[src/rtl/seg7_scan.sv]
`default_nettype none
// ============================================================================
// Module      : seg7_scan
// Description : Scan driver for an 8-digit multiplexed common-anode 7-segment
//               display. Shows a 32-bit word as 8 hex nibbles, digit 0 being
//               data_i[3:0] and digit 7 being data_i[31:28]. The word and the
//               decimal-point mask are captured into a shadow once per scan
//               frame, so a displayed word never tears across digits.
//
// Parameters  : TICK_DIV  clock cycles per digit slot (1..2^20)
//
// Ports       : clk_i    in   1   system clock
//               rst_i    in   1   asynchronous reset, active-low
//               data_i   in   32  word to display
//               dp_i     in   8   decimal point request per digit, 1 = lit
//               en_i     in   1   1 = display on, 0 = all anodes off
//               an_o     out  8   anode selects, active-low, one-hot-low
//               seg_o    out  7   segments {g,f,e,d,c,b,a}, active-low
//               dp_o     out  1   decimal point, active-low
//               frame_o  out  1   1-cycle pulse after each shadow load
//
// Build macro : SEG7_LZ_BLANK_EN - when defined, leading zeros are blanked
//               separately in the halves digits 3..0 and 7..4 (digits 0 and
//               4 are never blanked; the decimal point is unaffected).
//
// Revision    : 1.0 - initial release
// ============================================================================
module seg7_scan #(
    parameter int unsigned TICK_DIV = 100000
) (
    input  logic        clk_i,
    input  logic        rst_i,
    input  logic [31:0] data_i,
    input  logic [7:0]  dp_i,
    input  logic        en_i,
    output logic [7:0]  an_o,
    output logic [6:0]  seg_o,
    output logic        dp_o,
    output logic        frame_o
);

    // A one-bit counter is kept for TICK_DIV=1 so the width is never zero;
    // it simply stays at 0 and every cycle is a tick.
    localparam int unsigned          c_PRE_W   = (TICK_DIV > 1) ? $clog2(TICK_DIV) : 1;
    localparam logic [c_PRE_W-1:0]   c_PRE_MAX = c_PRE_W'(TICK_DIV - 1);
    localparam logic [c_PRE_W-1:0]   c_PRE_ONE = c_PRE_W'(1);

    logic [c_PRE_W-1:0] r_presc;
    logic [2:0]         r_dig;
    logic [31:0]        r_shadow;
    logic [7:0]         r_shadow_dp;
    logic               r_frame;
    logic [7:0]         r_an;
    logic [6:0]         r_seg;
    logic               r_dp;

    logic               w_tick;
    logic               w_load;
    logic [3:0]         w_nib;
    logic [6:0]         w_seg_dec;
    logic [6:0]         w_seg_next;

    assign w_tick = (r_presc == c_PRE_MAX);
    // The shadow is refreshed as the scan wraps from digit 7 back to digit 0,
    // so every frame starts on a freshly captured word.
    assign w_load = w_tick && (r_dig == 3'd7);
    assign w_nib  = r_shadow[{r_dig, 2'b00} +: 4];

    // Hex to active-low segment pattern {g,f,e,d,c,b,a}
    always_comb begin
        w_seg_dec = 7'h7F;
        case (w_nib)
            4'h0: w_seg_dec = 7'h40;
            4'h1: w_seg_dec = 7'h79;
            4'h2: w_seg_dec = 7'h24;
            4'h3: w_seg_dec = 7'h30;
            4'h4: w_seg_dec = 7'h19;
            4'h5: w_seg_dec = 7'h12;
            4'h6: w_seg_dec = 7'h02;
            4'h7: w_seg_dec = 7'h78;
            4'h8: w_seg_dec = 7'h00;
            4'h9: w_seg_dec = 7'h10;
            4'hA: w_seg_dec = 7'h08;
            4'hB: w_seg_dec = 7'h03;
            4'hC: w_seg_dec = 7'h46;
            4'hD: w_seg_dec = 7'h21;
            4'hE: w_seg_dec = 7'h06;
            4'hF: w_seg_dec = 7'h0E;
            default: w_seg_dec = 7'h7F;
        endcase
    end

`ifdef SEG7_LZ_BLANK_EN
    // A digit is blank when it and every digit above it within its own
    // 16-bit half are zero. The lowest digit of each half always shows.
    logic [7:0] w_blank;

    assign w_blank[0] = 1'b0;
    assign w_blank[1] = (r_shadow[15:4]  == 12'h000);
    assign w_blank[2] = (r_shadow[15:8]  == 8'h00);
    assign w_blank[3] = (r_shadow[15:12] == 4'h0);
    assign w_blank[4] = 1'b0;
    assign w_blank[5] = (r_shadow[31:20] == 12'h000);
    assign w_blank[6] = (r_shadow[31:24] == 8'h00);
    assign w_blank[7] = (r_shadow[31:28] == 4'h0);

    assign w_seg_next = w_blank[r_dig] ? 7'h7F : w_seg_dec;
`else
    assign w_seg_next = w_seg_dec;
`endif

    // Scan timing and shadow capture
    always_ff @(posedge clk_i or negedge rst_i) begin
        if (!rst_i) begin
            r_presc     <= '0;
            r_dig       <= 3'd0;
            r_shadow    <= 32'h0000_0000;
            r_shadow_dp <= 8'h00;
            r_frame     <= 1'b0;
        end else begin
            r_presc <= w_tick ? '0 : (r_presc + c_PRE_ONE);
            if (w_tick) begin
                r_dig <= r_dig + 3'd1;
            end
            if (w_load) begin
                r_shadow    <= data_i;
                r_shadow_dp <= dp_i;
            end
            r_frame <= w_load;
        end
    end

    // Anode, segment and dp are all registered on the same edge from the
    // same digit index, so the segments never briefly show a neighbour.
    always_ff @(posedge clk_i or negedge rst_i) begin
        if (!rst_i) begin
            r_an  <= 8'hFF;
            r_seg <= 7'h7F;
            r_dp  <= 1'b1;
        end else begin
            r_an  <= en_i ? ~(8'h01 << r_dig) : 8'hFF;
            r_seg <= w_seg_next;
            r_dp  <= ~r_shadow_dp[r_dig];
        end
    end

    assign an_o    = r_an;
    assign seg_o   = r_seg;
    assign dp_o    = r_dp;
    assign frame_o = r_frame;

endmodule
`default_nettype wire
[config.mk]
export PLATFORM = sky130hd
export DESIGN_NAME = seg7_scan
export DESIGN_NICKNAME = d
export VERILOG_FILES = /design/src/rtl/seg7_scan.sv
export SDC_FILE = /design/constraint.sdc
export NUM_CORES = 1
export LEC_CHECK = 0
export CAP_MARGIN = 10
export CORE_MARGIN = 2
export CORE_UTILIZATION = 63
export CTS_CLUSTER_DIAMETER = 40
export DETAILED_ROUTE_END_ITERATION = 16
export DONT_BUFFER_PORTS = 1
export MAX_ROUTING_LAYER = met4
export PLACE_DENSITY_LB_ADDON = 0.2
export SYNTH_ARGS = -nofsm -noshare
export SYNTH_HDL_FRONTEND = slang
export SYNTH_SLANG_ARGS = --single-unit
[constraint.sdc]
create_clock -name clk_i -period 2.91 [get_ports clk_i]
set_clock_uncertainty 0.1 [all_clocks]
set_input_delay 0.7275 -clock clk_i [delete_from_list [all_inputs] [get_ports clk_i]]
set_output_delay 0.7275 -clock clk_i [all_outputs]
set_load 0.02 [all_outputs]
-- Word-level counts from Yosys, hierarchy flattened
Memories as Yosys holds them, arrays and structs flattened. A register that Yosys moved wholly into a read port is not among the register bits.
Cells that the tools add are included.
W data, S select, Z words.
- bits in registers: 70
- latch bits: 0
- memory bits (writable): 0
- ROM bits: 112
- input port bits: 43
- output and inout bits: 17
- logic and storage cells: 23
- memories kept: 1
- memory list (name ; words ; width ; read ports ; clocked after memory_dff ; wr ports ; line ; source):
    (no name shown) ; 16 ; 7 ; 1 ; 1 ; 0 ; 72 ; case (w_nib)
- add/sub/neg operators: 2
- multiply operators: 0
- divide/modulo/power cells: 0
- $lt $le $gt $ge: 1
- equal/unequal tests: 2
- shifts and indexed selects: 2
- multiplexer cells: 4
- bitwise gates (word level): 2
- reductions and logical operators: 2
- operator list (kind ; number):
    $shiftx A32 B6 Y4 ; 1
    $add A17 B1 Y17 const B ; 1
    $eq A17 B17 Y1 const B ; 1
    $mux W17 ; 1
    $mux W8 ; 1
    $not A8 Y8 ; 1
    $shl A1 B3 Y8 const A ; 1
    $lt A3 B4 Y1 const B ; 1
    $add A3 B1 Y3 const B ; 1
    $bmux W1 S3 ; 1
    $eq A3 B3 Y1 const B ; 1
    $logic_and A1 B1 Y1 ; 1
    $logic_not A1 Y1 ; 1
    $mux W1 ; 1
    $not A1 Y1 ; 1

-- Longest topological paths before layout
- depth in word-level cells: 3
- gate-level depth with buffers: 8
- gate-level depth less buffers: 7

-- Worst setup path before layout
Ideal clock, no wire load.
- path kind: register -> register
- start: register r_dig[0]
- end: register r_seg[0] (netlist: seg_o[0])
- library setup time: 82 ps
- arrival time: 2190 ps
- required time: 2728 ps
- setup slack: 539 ps
- stages on the path, launching flop included: 8
- buffers on the path: 1
- clock period less this slack: 2371 ps
- path through: dfrtp_1 buf_6 mux4_1 mux2i_1 inv_1 ha_1 and3_2 a211o_1
- cells in the longest elaborated chain, start to end: 1
- RTL lines (element ; line ; source):
    from (decl) ; 49 ; logic [2:0] r_dig;
    from (signal assigned) ; 123 ; r_dig <= r_dig + 3'd1;
    $shiftx A32 B6 Y4 ; 67 ; assign w_nib = r_shadow[{r_dig, 2'b00} +: 4];
    to (decl) ; 54 ; logic [6:0] r_seg;
No other way between the ends.
A chain may end at the register's enable or synchronous reset.

-- Worst setup path after layout
- start: register r_dig[0]
- end: register r_shadow[17]
- cells in the longest elaborated chain, start to end: 2
- RTL lines (element ; line ; source):
    $eq A3 B3 Y1 ; 66 ; assign w_load = w_tick && (r_dig == 3'd7);
    $logic_and A1 B1 Y1 ; 66 ;
    to (signal assigned) ; 126 ; r_shadow <= data_i;
    to (decl) ; 50 ; logic [31:0] r_shadow;
No other way between the ends.

==> run_results.csv <==
group,metric,value,unit
status,status,"finished, final reports clean",
global_route,grt_util_all_layers,23.2,%
synth,ys_types,39,
synth,synth_most_common_cell,"dfrtp_1",
drt,wl_per_cell,18.7,µm
clocking,cts_tree,"done",
critical_path,endpoint_kind,"flop",
critical_path,path_class,"reg -> reg",
synth,yosys-top-cells-count,"dfrtp_1 (61), mux2_2 (42), dfstp_2 (16), ha_1 (13), xnor2_1 (13)",
clocking,clk_pin_slew,0.08,ns
critical_path,crit_top_cell,"ha_1",
pwr,p_per_area,518,mW/mm²
flow_run,max-cap-violations,0,
synth,synth_top_cell_area_share,42.4,%
synth,postSynthAreaPerCell,14.1,µm²
final_layout,areaGrowthSynthToFinish,10.0,%
die,dieWidth,79.6,µm
final_layout,nFillCells,371,
final_layout,multi_input_area,0.00156,mm²
synth,ys.flop_type,"dfrtp_1",
sta,rsz0062_at_grt,"false",
clocking,htreeDepth,3,
die,die_area,0.00633,mm²
critical_path,crit_path_max_fanout,40,
drt,viasPerCell,5.85,
drt,drt_wl_total,6370,µm
synth,postSynthCellCount,255,
clocking,postCtsSetupBuffers,0,
synth,synth-async-reset-ratio,100,%
synth,synth_area_leaders,"dfrtp_1 (42%), mux2_2 (13%), dfstp_2 (12%), mux4_1 (5.1%), ha_1 (4.5%)",
die,fp-row-count,27,
critical_path,cpPeakStageDelay,0.62,ns
die,fp.coreArea,0.00551,mm²
drt,drc,0,
critical_path,slowest_stage,"dfrtp_1",
drt,m1WireLength,2930,µm
synth,ys.warnings.count,0,
synth,seq_area_frac_synth,54.1,%
die,die_h,79.6,µm
clocking,worstSkewPairLatency,0.33,ns
drt,highest_layer,"met4",
sta,tightest_slew,0.684,ns
critical_path,reg2reg_setup_slack,0.40,ns
critical_path,path_cells,"buf_4 -> ha_1 -> ha_1 -> inv_1 -> nor4_4 -> buf_12 -> mux2_2",
global_route,grt_overflow_total,0,
final_layout,seq_area,0.00195,mm²
drt,wl_met2,3030,µm
pwr,p_total,2.05,mW
sta,fin_setup_tns,0,ns
critical_path,startpoint_type,"flop",
place,gp_congestion,0.818,
final_layout,drive_gt1_share,32.7,%
synth,synth_edf_count,0,
final_layout,nets,320,
clocking,root_buffer,"clkbuf_8",
global_route,grt_pass1_vias,2215,
critical_path,required,3.03,ns
sta,timing.slew.headroom,54.3,%
clocking,clock_sinks,77,
sta,max_freq,399,MHz
sta,period_needed,2.51,ns
pwr,worst_ir_drop_vdd,0.334,mV
die,initial_core_util,65.3,%
drt,wl_met3,344,µm
place,dpl.hpwl,4330,µm
final_layout,antenna_cells,0,
drt,vias,1994,
global_route,grt_max_degree,62,
synth,yosysTopAreaCell,"dfrtp_1",
critical_path,cp.arrival,2.62,ns
clocking,cts_made_buffers,9,
global_route,grt_pass1_wl,10800,µm
sta,finalMaxSlewViolations,0,
synth,synth-seq-cells,77,
global_route,antenna_found_initial,0,
sta,setup_violations,0,
pwr,leakagePower,1.87,nW
die,io_pins,60,
drt,dr.first_iter.drc_count,70,
drt,ant_nets,0,
synth,syn_nets,311,
place,io_buffers,0,
synth,syn_area,0.00360,mm²
sta,hold_violations,0,
sta,period_share,86.1,%
clocking,ctsLongestPathBuffers,2,
drt,dr.pass1.iters,4,
hold_path,hold_class,"in -> async",
==> critical path: cells and delay by family (launching register included) <==
family	cells	cell delay (ns)
and+or+nand+nor	1	0.34
DFF	1	0.62
buffers and inverters	3	0.60
adders and majority gates	2	0.36
muxes	1	0.37
==> state kept, by name (all words and copies together) (netlist names) <==
signal and flops:
r_shadow 32, r_presc 17, an_o 8, r_shadow_dp 8
seg_o 7, r_dig 3, dp_o 1, frame_o 1
==> stage by stage <==
stage	cells	cell area, µm²	worst slack, ns	utilization [%]	hold WS, ns
after floorplan	255	3600	0.539	-	0.332
after global placement	324	3690	0.455	67.0	0.334
after detailed placement	324	3690	0.413	67.0	0.334
after CTS	341	3960	0.369	71.9	0.118
after global routing	341	3960	0.246	71.9	0.108
final	341	3960	0.404	71.9	0.134
==> layer usage <==
metal  track usage, %  vias to the layer above
li1                 -                      939
met1             30.6                     1002
met2             35.5                       46
met3             5.88                        7
met4             8.28                        0
met5                -                        -
==> path summary, 6_finish.rpt <==
path,startpoint,end,depth (start not counted)
min in group clk_i,en_i,an_o[7]$_DFF_PN1_,1
max in group asynchronous,rst_i,r_shadow[25]$_DFFE_PN0P_,1
max,r_dig[0]$_DFFE_PN0N_,r_shadow[17]$_DFFE_PN0P_,7
min reg2reg,r_presc[0]$_DFF_PN0_,r_presc[0]$_DFF_PN0_,1
min,rst_i,an_o[3]$_DFF_PN1_,0
max reg2reg,r_dig[0]$_DFFE_PN0N_,r_shadow[17]$_DFFE_PN0P_,7
==> where the power goes <==
group / total [mW] / switching (mW) / internal (mW)
clock network: 0.957 / 0.364 / 0.593
registers: 1.07 / 0.00118 / 1.07
logic: 0.0209 / 0.0160 / 0.00494
==> cells by family after synthesis <==
| family | synth area share (%) |
|---|---|
| compound gates | 1.88 |
| xor+xnor | 3.65 |
| fa+ha+maj | 4.52 |
| buf+inv | 2.71 |
| flops | 54.1 |
| mux | 24.5 |
| simple gates | 8.62 |
==> cell usage in the layout (no fill, tap or decap), types with 2 or more instances in the layout <==
cell type,count
nand3_1,11
mux4_2,3
nor3_1,3
bufinv_16,3
nand4_1,4
and2_1,2
or3_1,3
buf_4,5
xor2_1,2
ha_1,13
inv_1,8
o21ai_0,3
xnor2_1,13
a21oi_1,2
mux2i_4,2
dfrtp_1,61
nor4_1,2
nand2_1,12
mux2_2,42
and4_1,3
nor2b_1,2
mux2_1,2
clkbuf_8,10
clkbuf_1,2
mux4_1,7
mux2i_1,9
dfstp_2,16
nor3b_1,2
nor2_1,8
==> cell type report <==
cell class                 instances  share of cell area [%]
clock buffer                      12                    3.67
clock inverter                     4                    2.40
inverter                           9                   0.853
multi-input combinational        160                    39.5
sequential                        77                    49.2
tap                               72                    2.28
timing repair buffer               7                    2.15
==> timing repair <==
| action | in CTS | in global routing |
|---|---|---|
| hold buffers | 1 | 0 |
| setup endpoints to repair | 0 | 0 |
| gates resized for setup | 0 | 0 |
| hold endpoints to repair | 61 | 0 |
Power figures use the tool's default switching activity.
